==> config.mk <==
export PLATFORM = sky130hd
export DESIGN_NAME = conv_scheduler
export DESIGN_NICKNAME = d
export VERILOG_FILES = /design/src/rtl/conv_scheduler_pkg.sv /design/src/rtl/conv_scheduler_rr_arbiter.sv /design/src/rtl/conv_scheduler.sv
export SDC_FILE = /design/constraint.sdc
export NUM_CORES = 1
export LEC_CHECK = 0
export BUFFER_PORTS_ARGS = -buffer_cell sky130_fd_sc_hd__buf_2
export CORE_AREA = 2 2 290 292
export CTS_CLUSTER_DIAMETER = 120
export DETAILED_ROUTE_END_ITERATION = 10
export DIE_AREA = 0 0 292 294
export PLACE_DENSITY = 0.44
export SLEW_MARGIN = 30
export SYNTH_ARGS = -nofsm -noshare
export SYNTH_HDL_FRONTEND = slang
export SYNTH_SLANG_ARGS = --single-unit
==> constraint.sdc <==
create_clock -name clk -period 4.48 [get_ports clk]
set_clock_uncertainty 0.15 [all_clocks]
set_input_delay 0.672 -clock clk [delete_from_list [all_inputs] [get_ports clk]]
set_output_delay 0.672 -clock clk [all_outputs]
set_load 0.05 [all_outputs]
==> src/rtl/conv_scheduler_pkg.sv <==
// Shared definitions for the convolution job scheduler: FSM encoding and the
// default result latency of the shared convolution unit.
package conv_scheduler_pkg;

  typedef enum logic [1:0] {
    IDLE  = 2'd0,
    CLEAR = 2'd1,
    RUN   = 2'd2,
    DONE  = 2'd3
  } state_t;

  // One multiply-accumulate per window element plus two cycles of pipeline slack.
  function automatic int lat_default(input int d, input int f);
    return d * f * f + 2;
  endfunction

endpackage

==> src/rtl/conv_scheduler_rr_arbiter.sv <==
// Round-robin arbiter: one-hot grant among N_REQ requests, priority rotating to
// the index after the last granted one whenever advance is pulsed.
module rr_arbiter #(
  parameter int N_REQ = 4,
  parameter int IDW   = 2
) (
  input  logic             clk,
  input  logic             reset,
  input  logic [N_REQ-1:0] req,
  input  logic             advance,
  output logic [N_REQ-1:0] grant,
  output logic [IDW-1:0]   grant_idx
);

  logic [IDW-1:0] ptr;
  logic [IDW-1:0] idx;
  logic           found;
  int             j;

  always_comb begin
    grant     = '0;
    grant_idx = '0;
    found     = 1'b0;
    idx       = '0;
    j         = 0;
    for (int i = 0; i < N_REQ; i++) begin
      j = int'(ptr) + i;
      if (j >= N_REQ) j = j - N_REQ;
      idx = IDW'(j);
      if (!found && req[idx]) begin
        found      = 1'b1;
        grant[idx] = 1'b1;
        grant_idx  = idx;
      end
    end
  end

  always_ff @(posedge clk) begin
    if (!reset) begin
      ptr <= '0;
    end else if (advance) begin
      ptr <= (grant_idx == IDW'(N_REQ - 1)) ? '0 : grant_idx + 1'b1;
    end
  end

endmodule

==> src/rtl/conv_scheduler.sv <==
// Time-shares one external convolution unit among N_REQ requesters: grant,
// clear the unit, wait LAT cycles, hold the result until the consumer takes it.
module conv_scheduler
  import conv_scheduler_pkg::*;
#(
  parameter  int DATA_WIDTH = 8,
  parameter  int D          = 1,
  parameter  int F          = 3,
  parameter  int N_REQ      = 4,
  parameter  int LAT        = lat_default(D, F),
  localparam int IDW        = (N_REQ > 1) ? $clog2(N_REQ) : 1,
  localparam int WIN        = D * F * F * DATA_WIDTH
) (
  input  logic                  clk,
  input  logic                  reset,
  input  logic [N_REQ-1:0]      req_valid,
  output logic [N_REQ-1:0]      req_ready,
  input  logic [N_REQ*WIN-1:0]  req_image,
  input  logic [N_REQ*WIN-1:0]  req_filter,
  output logic                  rsp_valid,
  input  logic                  rsp_ready,
  output logic [IDW-1:0]        rsp_id,
  output logic [DATA_WIDTH-1:0] rsp_result,
  output logic                  cu_reset,
  output logic [WIN-1:0]        cu_image,
  output logic [WIN-1:0]        cu_filter,
  input  logic [DATA_WIDTH-1:0] cu_result
);

  localparam int CW = (LAT > 1) ? $clog2(LAT) : 1;

  state_t                state, next_state;
  logic [N_REQ-1:0]      grant;
  logic [IDW-1:0]        grant_idx;
  logic                  grant_fire;
  logic [CW-1:0]         cnt;
  logic                  last_cycle;
  logic [IDW-1:0]        id_q;
  logic [WIN-1:0]        img_q, flt_q;
  logic [WIN-1:0]        sel_img, sel_flt;
  logic [DATA_WIDTH-1:0] result_q;
  logic                  cu_reset_q;

  rr_arbiter #(
    .N_REQ (N_REQ),
    .IDW   (IDW)
  ) u_arb (
    .clk       (clk),
    .reset     (reset),
    .req       (req_valid),
    .advance   (grant_fire),
    .grant     (grant),
    .grant_idx (grant_idx)
  );

  // Requests are only looked at in IDLE, and never while reset is held.
  assign grant_fire = reset && (state == IDLE) && (|req_valid);
  assign req_ready  = grant_fire ? grant : '0;
  assign last_cycle = (cnt == CW'(LAT - 1));

  always_comb begin
    sel_img = '0;
    sel_flt = '0;
    for (int k = 0; k < N_REQ; k++) begin
      if (grant[k]) begin
        sel_img = req_image[k*WIN +: WIN];
        sel_flt = req_filter[k*WIN +: WIN];
      end
    end
  end

  always_ff @(posedge clk) begin
    if (!reset) state <= IDLE;
    else        state <= next_state;
  end

  always_comb begin
    next_state = state;
    case (state)
      IDLE:    if (grant_fire) next_state = CLEAR;
      CLEAR:   next_state = RUN;
      RUN:     if (last_cycle) next_state = DONE;
      DONE:    if (rsp_ready) next_state = IDLE;
      default: next_state = IDLE;
    endcase
  end

  // cu_reset is registered so the unit stays cleared through reset and the CLEAR cycle.
  always_ff @(posedge clk) begin
    if (!reset) begin
      cnt        <= '0;
      id_q       <= '0;
      img_q      <= '0;
      flt_q      <= '0;
      result_q   <= '0;
      cu_reset_q <= 1'b1;
    end else begin
      cu_reset_q <= (next_state == CLEAR);
      if (grant_fire) begin
        id_q  <= grant_idx;
        img_q <= sel_img;
        flt_q <= sel_flt;
      end
      if (state == CLEAR)                   cnt <= '0;
      else if (state == RUN && !last_cycle) cnt <= cnt + 1'b1;
      if (state == RUN && last_cycle) result_q <= cu_result;
    end
  end

  assign rsp_valid  = (state == DONE);
  assign rsp_id     = id_q;
  assign rsp_result = result_q;
  assign cu_reset   = cu_reset_q;
  assign cu_image   = img_q;
  assign cu_filter  = flt_q;

endmodule
# --- Word-level counts from Yosys, hierarchy flattened ---
# Index checks and enable logic that the tools add are counted.
classes:
  n_addsub: 9
  mul: 0
  n_div: 0
  order_cmp: 12
  n_eq_ne: 6
  shift: 0
  muxes: 45
  bitwise_logic: 4
  n_reduce_logical: 18
op_table:
  columns: ["cell", "count"]
  rows:
  - ["2-to-1 mux 72 bit", 8]
  - ["2-to-1 mux 2 bit", 12]
  - ["2-to-1 mux 4 bit", 5]
  - ["less-than comparator 2 x 3 -> 1 bit (second input constant)", 4]
  - ["OR 4 bit", 3]
  - ["logical AND 1 bit", 11]
  - ["2-to-1 mux 1 bit", 11]
  - ["greater-or-equal comparator 3 bit (second input constant)", 3]
  - ["binary-select mux 1 bit (select 2 bit)", 4]
  - ["demux 1 bit (select 2 bit)", 4]
  - ["greater-or-equal comparator 2 x 1 -> 1 bit (second input constant)", 4]
  - ["one-hot mux 2 bit (4 select lines)", 1]
  - ["subtractor 2 x 1 -> 2 bit (second input constant)", 4]
  - ["adder 2 x 2 -> 3 bit (second input constant)", 2]
  - ["== test 2 bit (second input constant)", 3]
  - ["adder 4 x 1 -> 4 bit (second input constant)", 1]
  - ["== test 2 x 1 -> 1 bit (second input constant)", 2]
  - ["== test 4 bit (second input constant)", 1]
  - ["zero test 1 bit", 4]
  - ["OR reduction 4 bit", 1]
  - ["adder 2 x 1 -> 3 bit (second input constant)", 1]
  - ["greater-or-equal comparator 2 x 3 -> 1 bit (second input constant)", 1]
  - ["adder 2 x 1 -> 2 bit (second input constant)", 1]
  - ["zero test 2 bit", 1]
  - ["other kinds (2)", 2]
word_totals:
  ff_bits: 163
  latch_bits: 0
  mem_bits_rw: 0
  mem_bits_ro: 0
  inputBits: 591
  word_cells: 102
  n_memories: 0

# --- Depth between registers and ports, before layout ---
# Gate-level depths: netlist (run 1).
logic_depth:
  word_depth: 18
  ltp_mapped: 13

# --- Cells and area by module ---
# A second synthesis (run 1) with hierarchy kept.
hier_totals:
  hier_cells: 1500
  hier_area_um2: 12060.3
modules_own_cells:
  columns: ["module", "instances", "cells_each", "area_each_um2", "seq_area_each_um2"]
  rows:
  - ["conv_scheduler", 1, 1426, 11459.7, 3223.1]
  - ["rr_arbiter", 1, 74, 600.6, 40.0]

# --- Least setup slack after synthesis (run 1) ---
# OpenSTA, ideal clock, no wires.
synth_path:
  path_kind: "reg2out"
  from: "register with a tool-made name"
  to: "output port req_ready[0]"
  t_arrival_ps: 3668
  required_ps: 3658
  setup_slack_ps: -10
  stages_incl_launch_ff: 11
  path_buffers: 4
  path_cell_list: "dfxtp_1 -> buf_2 -> inv_1 -> ha_1 -> or3b_2 -> a2111o_1 -> a21bo_2 -> clkbuf_1 -> buf_2 -> clkbuf_1 -> a31oi_1"
synth_rtl:
  columns: ["element", "line", "source"]
  rows:
  - ["end: declaration", "conv_scheduler.sv:17", "output logic [N_REQ-1:0] req_ready,"]

# --- Worst setup path after layout (run 1) ---
layout_path:
  from: "register u_arb.ptr[1]"
  to: "output port req_ready[0]"
layout_via:
  elab_chain_cells: 15
layout_rtl:
  columns: ["element", "line", "source"]
  rows:
  - ["start: declaration", "conv_scheduler_rr_arbiter.sv:15", "logic [IDW-1:0] ptr;"]
  - ["start signal: assignment", "conv_scheduler_rr_arbiter.sv:42", "ptr <= (grant_idx == IDW'(N_REQ - 1)) ? '0 : grant_idx + 1'b1;"]
  - ["branches (longest 13 deep; another with adder 2 x 1 -> 3 bit)", null, null]
  - ["2-to-1 mux 4 bit *", "conv_scheduler_rr_arbiter.sv:30", "if (!found && req[idx]) begin"]
  - ["2-to-1 mux 4 bit *", "conv_scheduler.sv:58", "assign req_ready = grant_fire ? grant : '0;"]
# Every way passes the cells marked *. The select of a mux whose other input is x is not followed.

==> metrics.yaml, run 1 <==
status: "complete, no violations"
avgSynthCellArea_um2: 8.11
yosys_register_bits: 163
seqPwrFrac: 0.255
drt_iter0_markers: 760
start_util: 0.131
syn_area_um2: 10800
cts_made_buffers: 17
async_reset_ff_frac: 0
drv_slew: 0
die_h_um: 294
coreArea_um2: 82900
place_congestion: 0.880
cts_setup_buffers: 0
clock_sinks: 163
ir_drop_mv: 0.315
antenna_found_initial: 23
die_area_um2: 85800
grt_overflow_total: 0
synth_warnings: 0
vias: 13700
cts_hold_buf: 0
first_global_vias: 13500
avgRoutedWirePerCell_um: 21.0
synth_cell_types: 43
seq_area_frac_synth: 0.301
wl_um: 64500
clkLatencyLatePin_ns: 0.50
synth_nets: 1936
endpoint_kind: "output pin"
fmax_mhz: 238
firstDrtPassIters: 5
rsz0062_at_grt: "false"
drc: 0
area_growth_pct: 52.3
worstPathRequired_ns: 3.66
grt_usage: 0.142
timing.setup.tns_ns: 0
period_minus_slack_ns: 4.21
slew_headroom: 0.312
holdPathStages: 2
switching_share: 0.479
drtAntennaViolNets: 0
htree_levels: 4
crit_path_start_kind: "register"
p_int_w: 0.00378
dp_hpwl_um: 47100
p_switching_w: 0.00348
power_frac_comb: 0.520
die_w_um: 292
place_inst: 3039
clock_power_share: 0.225
post_drt_via_cell_ratio: 4.47
cts_root_buf: "clkbuf_16"
worstPathArrival_ns: 3.38
tightest_slew_ns: 1.03
synth-edff-count: 0
drive_gt1_frac: 0.424
power_density_nw_per_um2: 440
timing.final.crit_share: 0.939
finalSetupViolations: 0
portBuffers: 750
synth_cells: 1336
rows: 106
layout.nets: 2578
grt_start_max_net_pins: 113
worstRegToRegCells: 9
clk_pin_slew_worst_paths_ns: 0.07
crit_type: "register to output pin"
ios: 751
holdCritPathClass: "primary input to register"
power_leakage_nw: 7.85
hold_viol: 0
max-clock-path-buffers: 2
cts_tree: "done"
final_cells: 3078
maxCapViolCount: 0
path_max_fanout: 21
grt_pass1_wl_um: 91200
yosys_most_used_dff: "dfxtp_1"
cells by family after synthesis:
kind of cell               count (synthesis)  synth area share
muxes                                    162             0.152
xor gates and xnor gates                   1          0.000808
and+or+nand+nor                          210            0.0976
AOI/OAI and AO/OA                        470             0.323
buffers and inverters                    321             0.114
adders and majority gates                  9            0.0104
DFF                                      163             0.301
cell usage after synthesis, types with 2 or more instances:
cell	number	area [µm²]
o221ai_1	144	1260
a21oi_1	13	65.1
nand3_1	6	30.0
a31oi_1	147	920
buf_1	2	7.51
nand2_1	14	52.6
and2_1	5	31.3
a221oi_1	2	17.5
o31ai_1	2	15.0
nor3_1	147	736
or3_1	3	18.8
inv_1	151	567
o21ai_0	7	35.0
or3b_2	2	17.5
buf_2	20	100
nor2b_1	2	12.5
nand3b_1	7	52.6
clkbuf_1	145	544
buf_4	2	15.0
a211oi_1	144	1080
a21boi_0	2	15.0
ha_1	9	113
nor2_1	19	71.3
mux4_2	2	45.0
dfxtp_1	163	3260
mux2i_1	156	1560
mux2_2	4	45.0
metal layers:
layer / wire length (µm) / global-route usage / vias to the layer above
met3: 4320 / 0.0339 / 107
met4: 1870 / 0.0581 / 18
li1: - / - / 6439
met2: 30400 / 0.231 / 608
met5: 115 / 0 / -
met1: 27800 / 0.180 / 6576
power by group through the flow:
stage / logic (W) / registers (W) / clock network, W
after floorplan: 0.00162 / 0.00269 / 0
after CTS: 0.00379 / 0.00184 / 0.00170
final: 0.00377 / 0.00185 / 0.00163
after detailed placement: 0.00378 / 0.00187 / 0
after global routing: 0.00400 / 0.00187 / 0.00173
after global placement: 0.00379 / 0.00188 / 0
placed cells by master (no fill, tap or decap), types with 7 or more instances in the layout:
cell	n
buf_2	749
dfxtp_1	162
mux2i_1	156
inv_1	151
a31oi_1	146
nor3_1	146
a211oi_1	144
o221ai_1	144
buf_4	27
nor2_1	19
clkbuf_16	17
buf_12	16
nand2_1	13
a21oi_1	13
diode_2	8
ha_1	8
nand3b_1	7
o21ai_0	7
path summary, 6_finish.rpt:
kind / startpoint / endpoint / slack [ns]
max reg2reg: u_arb.ptr[1]$_SDFFE_PN0P_ / cu_image[65]$_SDFFE_PN0P_ / 0.60
min: rsp_ready / state[1]$_SDFF_PN0_ / 0.26
min reg2reg: rsp_id[0]$_SDFFE_PN0P_ / rsp_id[0]$_SDFFE_PN0P_ / 0.33
max: u_arb.ptr[1]$_SDFFE_PN0P_ / req_ready[0] / 0.27
through the flow:
stage	total power, W	worst slack, ns	area, µm²	utilization	hold WS (ns)
CTS	0.00733	0.0897	16500	0.199	0.202
global route	0.00761	0.136	16500	0.199	0.238
detailed placement	0.00565	0.320	15900	0.192	0.318
global placement	0.00567	0.405	15900	0.192	0.321
finish	0.00726	0.275	16500	0.199	0.258
floorplan	0.00431	0.276	10800	-	0.379
layout make-up:
type,count,area [µm²]
multi-input cells,852,6430
fillers,9445,66400
diodes,8,20.0
clock buffers,19,433
inverters,152,572
clock inverters,12,156
repair buffers,792,4270
flip-flops and latches,163,3260
well taps,1080,1350
registers in the layout, indices dropped and copies added, names as in the netlist, named ones only:
| name | cells |
|---|---|
| cnt | 4 |
| cu_filter | 72 |
| cu_image | 72 |
| cu_reset | 1 |
| rsp_id | 2 |
| rsp_result | 8 |
| state | 2 |
| u_arb.ptr | 1 |
critical path, stage by stage (launching register included):
cell      delay [ns]
dfxtp_2         0.42
clkinv_2        0.17
ha_2            0.39
or3b_2          0.46
a2111o_1        0.48
a21bo_4         0.37
a31oi_2         0.26
buf_2           0.32
what timing repair did:
action                                  4_1_cts  5_1_grt
pin swaps                                     0        0
endpoints found under the setup margin        3        1
resized for setup                             3        1
(Power assumes the default switching activity.)
==> inputs of run 2 (changes only) <==
--- a/config.mk
+++ b/config.mk
@@ -6,12 +6,14 @@
 export NUM_CORES = 1
 export LEC_CHECK = 0
 export BUFFER_PORTS_ARGS = -buffer_cell sky130_fd_sc_hd__buf_2
-export CORE_AREA = 2 2 290 292
+export CORE_AREA = 2 2 294 296
 export CTS_CLUSTER_DIAMETER = 120
 export DETAILED_ROUTE_END_ITERATION = 10
-export DIE_AREA = 0 0 292 294
-export PLACE_DENSITY = 0.44
+export DIE_AREA = 0 0 296 298
+export PLACE_DENSITY = 0.45
+export RECOVER_POWER = 100
 export SLEW_MARGIN = 30
 export SYNTH_ARGS = -nofsm -noshare
 export SYNTH_HDL_FRONTEND = slang
+export SYNTH_HIERARCHICAL = 1
 export SYNTH_SLANG_ARGS = --single-unit
==> run 2 against run 1 <==
The run now ends with capacitance limit, slew limit left; sequential power up 11%; global-route usage down 1.1 points; register-to-register slack worse by 0.11 ns; cell area up 3.0%; critical path type unchanged; critical endpoint is now req_ready[2].
==> metrics.yaml, run 2 <==
status: "finished, violations left"
violations: "capacitance limit, slew limit"
p_int_w: 0.00452
switching_share: 0.498
netlist_top_cells_area: "dfxtp_1, a221o_1, a21oi_1"
period_minus_slack_ns: 4.14
clock_sinks: 163
cts_tree: "done"
synth_top_cell_by_area: "dfxtp_1"
endpoint_kind: "output pin"
wl_um: 62000
area_growth_pct: 40.8
worstPathRequired_ns: 3.66
dp_hpwl_um: 46400
ios: 751
final_common_cell: "buf_2"
clk_pin_slew_worst_paths_ns: 0.07
die_h_um: 298
synth_warnings: 6
maxCapViolCount: 2
die_area_um2: 88200
yosys_register_bits: 163
timing.setup.tns_ns: 0
worstPathArrival_ns: 3.31
power_density_nw_per_um2: 529
yosys_most_used_dff: "dfxtp_1"
holdCritPathClass: "primary input to register"
grt_overflow_total: 0
timing.final.crit_share: 0.923
grt_usage: 0.132
antenna_found_initial: 13
layout.nets: 2729
final_cell_mix: "buf_2, a21oi_1, dfxtp_1"
synth_nets: 2099
async_reset_ff_frac: 0
seqPwrFrac: 0.229
power_frac_comb: 0.588
post_drt_via_cell_ratio: 4.40
drt_iter0_markers: 744
syn_area_um2: 12100
synth_cell_types: 53
hold_viol: 0
htree_levels: 4
max-clock-path-buffers: 2
power_leakage_nw: 6.88
first_global_vias: 14100
ir_drop_mv: 0.322
crit_path_start_kind: "register"
yosysMostFrequentCell: "a21oi_1"
critPathMaxStageDelay_ns: 0.53
grt_pass1_wl_um: 87700
slew_headroom: -0.538
seq_area_frac_synth: 0.271
avgRoutedWirePerCell_um: 18.8
firstDrtPassIters: 7
drv_slew: 91
path_cells: "inv_1 > ha_2 > mux4_2 > nor2b_4 > a22oi_1 > nor2_1 > a221o_4 > buf_12 > and2_1 > clkbuf_2"
cts_made_buffers: 17
path_max_fanout: 31
netlist.area_leader.share: 0.271
tightest_slew_ns: 2.30
portBuffers: 750
rsz0062_at_grt: "false"
p_switching_w: 0.00447
place_congestion: 0.914
clkLatencyLatePin_ns: 0.50
crit_type: "register to output pin"
cts_root_buf: "clkbuf_16"
avgSynthCellArea_um2: 8.04
finalSetupViolations: 0
start_util: 0.142
fmax_mhz: 242
vias: 14500
place_inst: 3255
die_w_um: 296
final_cells: 3296
grt_start_max_net_pins: 104
cpMaxStageDelayCell: "dfxtp_1"
synth-edff-count: 0
coreArea_um2: 84900
drive_gt1_frac: 0.347
drc: 0
clock_power_share: 0.184
synth_cells: 1500
rows: 107
fillers: 9820
synth_common_cells: "a21oi_1, dfxtp_1, inv_1"
drtAntennaViolNets: 0
==> run 2: changes by cell type in the layout (fill, tap and decap cells not counted), sizes merged, moves of 146 or more <==
cell and delta:
buf -153, clkbuf +160, a21oi +287, nor3 -146
mux2i -155, a221o +147
==> run 2: power by group through the flow <==
stage	Clock, W	Combinational, W	Sequential [W]
2_1_floorplan	0	0.00286	0.00318
3_3_place_gp	0	0.00554	0.00207
3_5_place_dp	0	0.00553	0.00207
4_1_cts	0.00173	0.00555	0.00205
6_report	0.00165	0.00528	0.00206
5_1_grt	0.00177	0.00567	0.00209
==> run 2: per-stage QoR <==
stage | cell area [µm²] | hold WS, ns | setup WS [ns] | power (W) | utilization
2_1_floorplan | 12100 | 0.356 | 0.455 | 0.00604 | -
3_3_place_gp | 16900 | 0.314 | 0.706 | 0.00761 | 0.199
3_5_place_dp | 16900 | 0.314 | 0.655 | 0.00761 | 0.199
4_1_cts | 17500 | 0.160 | 0.243 | 0.00932 | 0.206
5_1_grt | 17000 | 0.181 | 0.0950 | 0.00954 | 0.200
6_report | 17000 | 0.219 | 0.345 | 0.00899 | 0.200
==> run 2: worst max-delay path, delay by kind of cell (launching register included) <==
kind	cells	cell delay, ns
AO/OA/AOI/OAI	2	0.25
adder cells (fa/ha/maj)	1	0.49
buffers and inverters	3	0.60
flip-flops	1	0.53
multiplexers	1	0.43
AND/OR/NAND/NOR	3	0.50
==> run 2: timing repair <==
| action | CTS | global route |
|---|---|---|
| setup buffers | 0 | 0 |
| hold buffers | 0 | 0 |
| setup endpoints to repair | 0 | 1 |
| gates resized for setup | 0 | 1 |
==> run 2: final cells by class <==
class / instances / area [µm²] / area share
antenna: 9 / 22.5 / 0.00133
tap: 1144 / 1430 / 0.0843
clock inverter: 14 / 179 / 0.0105
multi-input combinational: 995 / 6930 / 0.408
clock buffer: 18 / 429 / 0.0253
inverter: 153 / 579 / 0.0341
sequential: 163 / 3260 / 0.192
timing repair buffer: 800 / 4150 / 0.245
==> run 2: cell families (layout without fill, tap and decap cells) <==
| logic type | after synthesis | in the layout | synth area share |
|---|---|---|---|
| AND/OR/NAND/NOR | 353 | 353 | 0.167 |
| multiplexers | 4 | 4 | 0.00643 |
| adder cells (fa/ha/maj) | 8 | 8 | 0.00830 |
| AO/OA/AOI/OAI | 630 | 630 | 0.414 |
| flip-flops | 163 | 163 | 0.271 |
| other | 0 | 9 | 0 |
| buffers and inverters | 342 | 985 | 0.134 |
==> run 2: metal layers <==
metal	up-vias	track usage	part of all wire
met1	6926	0.153	0.40
met3	79	0.0351	0.076
met4	8	0.0562	0.028
li1	6922	-	-
met5	-	0	0.0010
met2	574	0.225	0.49
==> run 2: path summary, 6_finish.rpt <==
check / start / endpoint / slack, ns / depth (start not counted)
min: rsp_ready / state[1]$_SDFF_PN0_ / 0.22 / 2
max: u_arb/ptr[1]$_SDFFE_PN0P_ / req_ready[2] / 0.34 / 10
min reg2reg: rsp_result[5]$_SDFFE_PN0P_ / rsp_result[5]$_SDFFE_PN0P_ / 0.33 / 2
max reg2reg: u_arb/ptr[1]$_SDFFE_PN0P_ / cu_filter[26]$_SDFFE_PN0P_ / 0.49 / 12
